File: config.mk
export PLATFORM = sky130hd
export DESIGN_NAME = spi_flash_responder
export DESIGN_NICKNAME = d
export VERILOG_FILES = /design/src/rtl/soc_spi_pkg.sv /design/src/rtl/spi_sync_edge.sv /design/src/rtl/spi_flash_responder.sv
export SDC_FILE = /design/constraint.sdc
export NUM_CORES = 1
export LEC_CHECK = 0
export CAP_MARGIN = 20
export CELL_PAD_IN_SITES_DETAIL_PLACEMENT = 2
export CELL_PAD_IN_SITES_GLOBAL_PLACEMENT = 2
export CORE_ASPECT_RATIO = 2
export CORE_MARGIN = 2
export CORE_UTILIZATION = 35
export DETAILED_ROUTE_END_ITERATION = 6
export PLACE_DENSITY_LB_ADDON = 0.1
export SYNTH_ARGS = -nofsm -noshare
export SYNTH_HDL_FRONTEND = slang
export SYNTH_SLANG_ARGS = --single-unit
export TNS_END_PERCENT = 5
File: constraint.sdc
create_clock -name clk -period 2.5 [get_ports clk]
set_input_delay 0.25 -clock clk [delete_from_list [all_inputs] [get_ports clk]]
set_output_delay 0.25 -clock clk [all_outputs]
set_load 0.01 [all_outputs]
File: src/rtl/soc_spi_pkg.sv
// Shared definitions for the SPI flash responder: opcodes, FSM states, data sources.
package soc_spi_pkg;

    localparam logic [7:0] OP_READ = 8'h03;
    localparam logic [7:0] OP_RDID = 8'h9F;
    localparam logic [7:0] OP_RDSR = 8'h05;

    typedef enum logic [2:0] {
        ST_IDLE,
        ST_CMD,
        ST_ADDR,
        ST_DATA,
        ST_IGNORE
    } state_e;

    typedef enum logic [1:0] {
        SRC_MEM,
        SRC_ID,
        SRC_SR
    } src_e;

    // Select one byte of the 24-bit JEDEC ID, MSB byte at index 0.
    function automatic logic [7:0] id_byte(input logic [23:0] id, input logic [1:0] idx);
        case (idx)
            2'd0:    return id[23:16];
            2'd1:    return id[15:8];
            default: return id[7:0];
        endcase
    endfunction

endpackage

File: src/rtl/spi_sync_edge.sv
// N-stage synchronizer for an asynchronous SPI pin with rise/fall pulses on the synced level.
module spi_sync_edge #(
    parameter int unsigned STAGES = 2
) (
    input  logic clk,
    input  logic rst,
    input  logic d_i,
    output logic level_o,
    output logic rise_c,
    output logic fall_c
);

    logic [STAGES-1:0] sync_q;
    logic              prev_q;

    always_ff @(posedge clk) begin
        if (rst) begin
            sync_q <= '0;
            prev_q <= 1'b0;
        end else begin
            sync_q <= {sync_q[STAGES-2:0], d_i};
            prev_q <= sync_q[STAGES-1];
        end
    end

    assign level_o = sync_q[STAGES-1];
    assign rise_c  = sync_q[STAGES-1] & ~prev_q;
    assign fall_c  = ~sync_q[STAGES-1] & prev_q;

endmodule

File: src/rtl/spi_flash_responder.sv
// SPI mode-0 flash responder: serves READ/RDID/RDSR from a byte-wide read port,
// with all SPI pins oversampled in the clk domain.
module spi_flash_responder
    import soc_spi_pkg::*;
#(
    parameter int unsigned MEM_AW      = 24,
    parameter logic [23:0] JEDEC_ID    = 24'h20BA18,
    parameter int unsigned SYNC_STAGES = 2
) (
    input  logic              clk,
    input  logic              rst,
    input  logic              spi_clk,
    input  logic              spi_cs_n,
    input  logic              spi_mosi,
    output logic              spi_miso,
    output logic              spi_miso_oe,
    output logic              mem_rd_en,
    output logic [MEM_AW-1:0] mem_rd_addr,
    input  logic [7:0]        mem_rd_data,
    output logic              busy,
    output logic              cmd_err
);

    logic sck_lvl, sck_rise, sck_fall;
    logic cs_lvl, cs_rise, cs_fall;
    logic mosi_lvl, mosi_rise, mosi_fall;

    spi_sync_edge #(.STAGES(SYNC_STAGES)) u_sync_sck (
        .clk(clk), .rst(rst), .d_i(spi_clk),
        .level_o(sck_lvl), .rise_c(sck_rise), .fall_c(sck_fall)
    );
    spi_sync_edge #(.STAGES(SYNC_STAGES)) u_sync_cs (
        .clk(clk), .rst(rst), .d_i(spi_cs_n),
        .level_o(cs_lvl), .rise_c(cs_rise), .fall_c(cs_fall)
    );
    spi_sync_edge #(.STAGES(SYNC_STAGES)) u_sync_mosi (
        .clk(clk), .rst(rst), .d_i(spi_mosi),
        .level_o(mosi_lvl), .rise_c(mosi_rise), .fall_c(mosi_fall)
    );

    state_e            state_q, state_d;
    src_e              src_q, src_d;
    logic [2:0]        bit_cnt_q, bit_cnt_d;
    logic [1:0]        byte_cnt_q, byte_cnt_d;
    logic [1:0]        id_idx_q, id_idx_d;
    logic [7:0]        cmd_q, cmd_d;
    logic [23:0]       addr_q, addr_d;
    logic [7:0]        buf_q, buf_d;
    logic [7:0]        tx_q, tx_d;
    logic              rd_pend_q, rd_pend_d;
    logic              miso_q, miso_d;
    logic              miso_oe_q, miso_oe_d;
    logic              mem_rd_en_q, mem_rd_en_d;
    logic [MEM_AW-1:0] mem_rd_addr_q, mem_rd_addr_d;
    logic              busy_q, busy_d;
    logic              cmd_err_q, cmd_err_d;

    logic [7:0]        cmd_in;
    logic [23:0]       addr_in;
    logic              unused_bits;

    assign cmd_in      = {cmd_q[6:0], mosi_lvl};
    assign addr_in     = {addr_q[22:0], mosi_lvl};
    assign unused_bits = ^{sck_lvl, cs_rise, mosi_rise, mosi_fall, cmd_q[7], addr_q[23]};

    always_comb begin
        state_d       = state_q;
        src_d         = src_q;
        bit_cnt_d     = bit_cnt_q;
        byte_cnt_d    = byte_cnt_q;
        id_idx_d      = id_idx_q;
        cmd_d         = cmd_q;
        addr_d        = addr_q;
        buf_d         = buf_q;
        tx_d          = tx_q;
        rd_pend_d     = mem_rd_en_q;
        miso_d        = miso_q;
        miso_oe_d     = miso_oe_q;
        mem_rd_en_d   = 1'b0;
        mem_rd_addr_d = mem_rd_addr_q;
        cmd_err_d     = 1'b0;

        // Read data arrives one clk after the strobe and lands in the prefetch buffer.
        if (rd_pend_q) begin
            buf_d = mem_rd_data;
        end

        if (cs_lvl) begin
            state_d    = ST_IDLE;
            bit_cnt_d  = 3'd0;
            byte_cnt_d = 2'd0;
            tx_d       = 8'h00;
            miso_d     = 1'b0;
            miso_oe_d  = 1'b0;
        end else begin
            case (state_q)
                ST_IDLE: begin
                    bit_cnt_d  = 3'd0;
                    byte_cnt_d = 2'd0;
                    if (cs_fall) begin
                        state_d = ST_CMD;
                    end
                end
                ST_CMD: begin
                    if (sck_rise) begin
                        cmd_d     = cmd_in;
                        bit_cnt_d = bit_cnt_q + 3'd1;
                        if (bit_cnt_q == 3'd7) begin
                            case (cmd_in)
                                OP_READ: begin
                                    state_d    = ST_ADDR;
                                    byte_cnt_d = 2'd0;
                                end
                                OP_RDID: begin
                                    state_d   = ST_DATA;
                                    src_d     = SRC_ID;
                                    buf_d     = id_byte(JEDEC_ID, 2'd0);
                                    id_idx_d  = 2'd1;
                                    miso_oe_d = 1'b1;
                                end
                                OP_RDSR: begin
                                    state_d   = ST_DATA;
                                    src_d     = SRC_SR;
                                    buf_d     = 8'h00;
                                    miso_oe_d = 1'b1;
                                end
                                default: begin
                                    state_d   = ST_IGNORE;
                                    cmd_err_d = 1'b1;
                                end
                            endcase
                        end
                    end
                end
                ST_ADDR: begin
                    if (sck_rise) begin
                        addr_d    = addr_in;
                        bit_cnt_d = bit_cnt_q + 3'd1;
                        if (bit_cnt_q == 3'd7) begin
                            byte_cnt_d = byte_cnt_q + 2'd1;
                            if (byte_cnt_q == 2'd2) begin
                                state_d       = ST_DATA;
                                src_d         = SRC_MEM;
                                mem_rd_en_d   = 1'b1;
                                mem_rd_addr_d = addr_in[MEM_AW-1:0];
                                miso_oe_d     = 1'b1;
                            end
                        end
                    end
                end
                ST_DATA: begin
                    miso_oe_d = 1'b1;
                    if (sck_rise) begin
                        bit_cnt_d = bit_cnt_q + 3'd1;
                    end
                    if (sck_fall) begin
                        // Byte boundary: move the prefetch buffer into the shifter and refill it.
                        if (bit_cnt_q == 3'd0) begin
                            miso_d = buf_q[7];
                            tx_d   = {buf_q[6:0], 1'b0};
                            case (src_q)
                                SRC_MEM: begin
                                    mem_rd_en_d   = 1'b1;
                                    mem_rd_addr_d = mem_rd_addr_q + MEM_AW'(1);
                                end
                                SRC_ID: begin
                                    buf_d    = id_byte(JEDEC_ID, id_idx_q);
                                    id_idx_d = (id_idx_q == 2'd2) ? 2'd0 : id_idx_q + 2'd1;
                                end
                                default: begin
                                    buf_d = 8'h00;
                                end
                            endcase
                        end else begin
                            miso_d = tx_q[7];
                            tx_d   = {tx_q[6:0], 1'b0};
                        end
                    end
                end
                ST_IGNORE: begin
                    miso_oe_d = 1'b0;
                end
                default: begin
                    state_d = ST_IDLE;
                end
            endcase
        end

        busy_d = (state_d != ST_IDLE);
    end

    always_ff @(posedge clk) begin
        if (rst) begin
            state_q       <= ST_IDLE;
            src_q         <= SRC_MEM;
            bit_cnt_q     <= 3'd0;
            byte_cnt_q    <= 2'd0;
            id_idx_q      <= 2'd0;
            cmd_q         <= 8'h00;
            addr_q        <= 24'h000000;
            buf_q         <= 8'h00;
            tx_q          <= 8'h00;
            rd_pend_q     <= 1'b0;
            miso_q        <= 1'b0;
            miso_oe_q     <= 1'b0;
            mem_rd_en_q   <= 1'b0;
            mem_rd_addr_q <= '0;
            busy_q        <= 1'b0;
            cmd_err_q     <= 1'b0;
        end else begin
            state_q       <= state_d;
            src_q         <= src_d;
            bit_cnt_q     <= bit_cnt_d;
            byte_cnt_q    <= byte_cnt_d;
            id_idx_q      <= id_idx_d;
            cmd_q         <= cmd_d;
            addr_q        <= addr_d;
            buf_q         <= buf_d;
            tx_q          <= tx_d;
            rd_pend_q     <= rd_pend_d;
            miso_q        <= miso_d;
            miso_oe_q     <= miso_oe_d;
            mem_rd_en_q   <= mem_rd_en_d;
            mem_rd_addr_q <= mem_rd_addr_d;
            busy_q        <= busy_d;
            cmd_err_q     <= cmd_err_d;
        end
    end

    assign spi_miso    = miso_q;
    assign spi_miso_oe = miso_oe_q;
    assign mem_rd_en   = mem_rd_en_q;
    assign mem_rd_addr = mem_rd_addr_q;
    assign busy        = busy_q;
    assign cmd_err     = cmd_err_q;

endmodule

* Word level (Yosys, flattened, before mapping) *
Cells that the tools add are included.
W data, S select, Z words.

word-level totals
  register bits after elaboration = 96
  latch bits = 0
  RAM bits = 0
  bits in read-only memories = 0
  input bits = 13
  logic and storage cells = 152
  memories = 0

cells by class
  $add $sub $neg = 4
  multipliers = 0
  div/mod/pow operators = 0
  $lt $le $gt $ge = 0
  eq/ne operators = 26
  shift operators = 0
  multiplexer cells = 66
  bitwise gates (word level) = 9
  reduce and logical (&&, ||, !) cells = 26

operator list
  kind                     number
  $mux W24                 6
  $pmux W8 S2              4
  $mux W8                  7
  $pmux W24 S2             1
  $mux W2                  17
  $add A24 B1 Y24 const B  1
  $mux W3                  8
  $reduce_and A8 Y1        3
  $ne A2 B2 Y1 const B     10
  $mux W1                  14
  $pmux W2 S2              3
  $pmux W3 S2              2
  $pmux W3 S4              1
  $eq A8 B2 Y1 const B     1
  $eq A8 B3 Y1 const B     1
  $eq A8 B8 Y1 const B     1
  $reduce_bool A2 Y1       4
  $reduce_and A7 Y1        1
  $eq A3 B2 Y1 const B     2
  $eq A3 B3 Y1 const B     2
  $logic_not A3 Y1         2
  $ne A2 B1 Y1 const B     3
  $not A1 Y1               6
  $pmux W2 S3              1
  other kinds (18)         30

* Longest topological paths before layout *
  depth in word-level cells = 8
  mapped depth = 10

* Cells and area by module *
A second synthesis with hierarchy kept.

second synthesis, totals
  cell total of the unflattened synthesis = 554
  area total of the unflattened synthesis = 4540.6 µm²

by module, submodules not included
  module               times used  cells each  area an instance (µm²)  seq. area each (µm²)
  spi_flash_responder  1           530         4266.6                  1741.7
  spi_sync_edge        3           8           91.3                    60.1

* Least setup slack after synthesis *
Ideal clock, no wire load.

  path type = reg-to-reg
  start = register bit_cnt_q[1]
  end = register mem_rd_addr_q[11] (netlist: mem_rd_addr[11])
  setup time = 0.117 ns
  arrival time = 1.841 ns
  required time = 2.383 ns
  path slack = 0.541 ns
  stages on the path, launching flop included = 10
  period minus slack after synthesis = 1.959 ns
  cell sequence = dfxtp_1 > ha_1 > ha_1 > and3b_1 > buf_2 > a32oi_2 > a211oi_4 > buf_6 > o21ai_0 > a32o_1

on the way
  cells in the longest elaborated chain, start to end = 3
  elaborated cells between the ends (all ways) = 5

ends and longest elaborated chain
  what                                              RTL line                                                RTL
  start: declaration                                spi_flash_responder.sv:43                               logic [2:0] bit_cnt_q, bit_cnt_d;
  start signal: assignment                          spi_flash_responder.sv:213                              bit_cnt_q <= bit_cnt_d;
  $eq A3 B3 Y1 or $logic_not A3 Y1 (tied branches)  spi_flash_responder.sv:139, spi_flash_responder.sv:158
  $ne A2 B2 Y1 (no source line)                     -
  $reduce_and A8 Y1 (no source line) *              -
  end signal: assignment                            spi_flash_responder.sv:224                              mem_rd_addr_q <= mem_rd_addr_d;
  end: declaration                                  spi_flash_responder.sv:54                               logic [MEM_AW-1:0] mem_rd_addr_q, mem_rd_addr_d;

Mark *: on every way between the ends. The rest lies on a longest branch, timed or not.
A chain may end at the register's enable or synchronous reset.

* Final worst setup path *
  start = register state_q[1]
  end = register mem_rd_addr_q[20] (netlist: mem_rd_addr[20])

on the way
  cells in the longest elaborated chain, start to end = 3
  elaborated cells between the ends (all ways) = 11

ends and longest elaborated chain
  what                                                         RTL line                    RTL
  start: declaration                                           spi_flash_responder.sv:41   state_e state_q, state_d;
  start signal: assignment                                     spi_flash_responder.sv:211  state_q <= state_d;
  $eq A3 B2 Y1                                                 spi_flash_responder.sv:96   case (state_q)
  $ne A2 B1 Y1 (no source line), or another cell as far along  -
  $reduce_and A8 Y1 (no source line)                           -

Several ways; a longest one is shown, not always the timed one.

==> impl_metrics.json <==
{
  "ant_nets": 0,
  "drc": 0,
  "drv_slew": 0,
  "finalNetCount": 590,
  "grt-ovfl-total": 0,
  "vias": 4211,
  "worstPathMaxFanout": 16,
  "drive_gt1_frac": 0.0971,
  "grt_max_degree": 69,
  "start_kind": "flop",
  "num_io_pins": 42,
  "min_period_over_period": 0.899,
  "cts_resized": 0,
  "synth_edf_count": 0,
  "drtIter0Drc": 189,
  "ctsRootBufferMaster": "clkbuf_16",
  "syn_to_final_growth_pct": 20.1,
  "worstHoldStart": "rst",
  "cts_sinks": 95,
  "ys_seq_elements": 95,
  "p_per_area_nw_per_um2": 588,
  "start_util": 0.359,
  "tns_ns": 0,
  "hpwl_mm": 10.5,
  "tritoncts": "done",
  "avgSynthCellArea_um2": 8.38,
  "dr.pass1.iters": 5,
  "synth_area_um2": 4510,
  "hold_viol_final": 0,
  "slew_headroom": 0.478,
  "critPathMaxStageDelay_ns": 0.64,
  "crit_arrival_ns": 2.46,
  "cts.clk_slew.worst_paths_ns": 0.08,
  "cts_made_buffers": 9,
  "syn-num-nets": 556,
  "outcome": "completed",
  "cts_setup_buffers": 0,
  "antenna_cells": 0,
  "period_needed_ns": 2.25,
  "final_cell_mix": "dfxtp_1, nand2_1, a21oi_1",
  "fmax_ghz": 0.445,
  "end_kind": "flop",
  "p_total_w": 0.00318,
  "hp-class": "in -> reg",
  "cp-startpoint": "state_q[1]",
  "vdd.ir_drop.worst_mv": 0.367,
  "grt_first_pass_wirelength_mm": 24.2,
  "fin_cells": 727,
  "routedWlPerCell_um": 20.4,
  "r2r-start": "state_q[1]",
  "crit_top_cell": "nor4_1",
  "crit_chain": "nor3b_4 > a32oi_2 > a211o_2 > nor4_1 > nor4_1",
  "antenna_found_initial": 0,
  "yosysSeqAreaShare": 0.422,
  "rsz0062_at_grt": "no",
  "worst_skew_pair.late_latency_ns": 0.36,
  "grt.total_usage": 0.223,
  "maxCapViolations": 0,
  "tightest_slew_ns": 0.772,
  "wirelength_mm": 14.8,
  "crit_family": "simple AND/OR/NAND/NOR gates",
  "placedCellCount": 711,
  "core_um2": 12600,
  "async_flop_share": 0,
  "syn_inst": 538,
  "final_common_cell": "dfxtp_1",
  "dieArea_um2": 13900,
  "grt_pass1_vias": 4600,
  "holdBufCountCts": 0,
  "port_buffers": 41,
  "path_class": "reg -> reg",
  "cts.path.max_buffers": 2,
  "die_w_um": 84.3,
  "p_leak_nw": 1.83,
  "yosys_warnings": 0,
  "vias_per_cell": 5.79,
  "cp.required_ns": 2.71,
  "gp_congestion": 0.924,
  "skew_ns": 0.0166,
  "slowest_stage": "dfxtp_1",
  "htree_num_levels": 3,
  "final-setup-viol-count": 0,
  "die_h_um": 165,
  "ys.flop_type": "dfxtp_1",
  "rows": 58,
  "yosysUniqueCellTypes": 68,
  "crit_buf_inv": 0
}
## worst paths after layout
path	cells after the start	to	slack, ns
setup / recovery	5	mem_rd_addr[20]	0.25
setup reg to reg	5	mem_rd_addr[20]	0.25
hold reg to reg	1	u_sync_sck.sync_q[1]	0.45
hold / removal	4	mem_rd_addr[12]	0.42
## report_power, final
part	internal [W]	leakage (nW)	total [W]	switching (W)
combinational	0.0000338	0.894	0.0000856	0.0000517
clock	0.000904	0.166	0.00157	0.000668
sequential	0.00152	0.766	0.00153	0.00000743
total	0.00246	1.83	0.00318	0.000727
## cells by family after synthesis
logic type	share of synthesized area
multiplexers	0.0558
AO/OA/AOI/OAI	0.216
buffers and inverters	0.0530
AND/OR/NAND/NOR	0.238
flip-flops	0.422
adder cells (fa/ha/maj)	0.0139
XOR/XNOR	0.00194
## registers in the layout, summed over array words and instances, names as in the netlist, 3 cells and up
register and flops:
bit_cnt_q 3, addr_q 23, cmd_q 7, buf_q 8, tx_q 7, mem_rd_addr 24, state_q 3
## synth_stat cells (all sizes together) (3+ instances only)
cell / n / area (um^2)
dfxtp: 95 / 1900
and3b: 3 / 26.3
a311oi: 3 / 26.3
nand2b: 6 / 45.0
a31oi: 3 / 18.8
ha: 5 / 62.6
nand3: 14 / 70.1
and2: 5 / 31.3
nor4: 6 / 37.5
nor3: 16 / 85.1
a21oi: 57 / 293
nor2b: 10 / 62.6
a211oi: 16 / 133
a21o: 3 / 22.5
nor2: 43 / 164
buf: 22 / 130
a32oi: 3 / 33.8
mux2i: 24 / 240
or4: 3 / 22.5
and4: 4 / 35.0
nand4: 6 / 37.5
inv: 12 / 45.0
o32ai: 3 / 26.3
nand2: 79 / 297
o22ai: 3 / 18.8
o21ai: 27 / 135
clkbuf: 17 / 63.8
a32o: 3 / 30.0
or3: 8 / 50.1
nor4b: 3 / 32.5
## layout make-up
| cell class | count | area [um^2] |
|---|---|---|
| tap | 150 | 188 |
| clock buffer | 9 | 225 |
| inverter | 12 | 45.0 |
| clock inverter | 7 | 111 |
| sequential | 95 | 1900 |
| timing repair buffer | 62 | 576 |
| fill | 1404 | 7140 |
| multi-input combinational | 392 | 2370 |
## tightest hold or removal path, stage by stage
cell	delay (ns)
buf_2	0.10
inv_1	0.16
nand2_1	0.13
o32ai_1	0.07
## metal layers
| metal | share of wire | global-route usage | routed length (um) | up-vias |
|---|---|---|---|---|
| met5 | 0 | 0 | 0 | - |
| li1 | - | - | - | 2009 |
| met2 | 0.57 | 0.449 | 8520 | 56 |
| met4 | 0.036 | 0.0953 | 531 | 0 |
| met3 | 0.016 | 0.0290 | 242 | 34 |
| met1 | 0.37 | 0.221 | 5540 | 2112 |
## through the flow
| step | utilization | setup slack [ns] | cell area (um^2) | hold WS [ns] |
|---|---|---|---|---|
| 5_1_grt | 0.431 | 0.00748 | 5420 | 0.412 |
| 3_3_place_gp | 0.405 | 0.361 | 5080 | 0.418 |
| 3_5_place_dp | 0.405 | 0.267 | 5080 | 0.445 |
| 6_report | 0.431 | 0.253 | 5420 | 0.417 |
| 2_1_floorplan | - | 0.541 | 4510 | 0.378 |
| 4_1_cts | 0.431 | 0.246 | 5420 | 0.406 |
No activity file was read; power rests on OpenSTA's default activity.
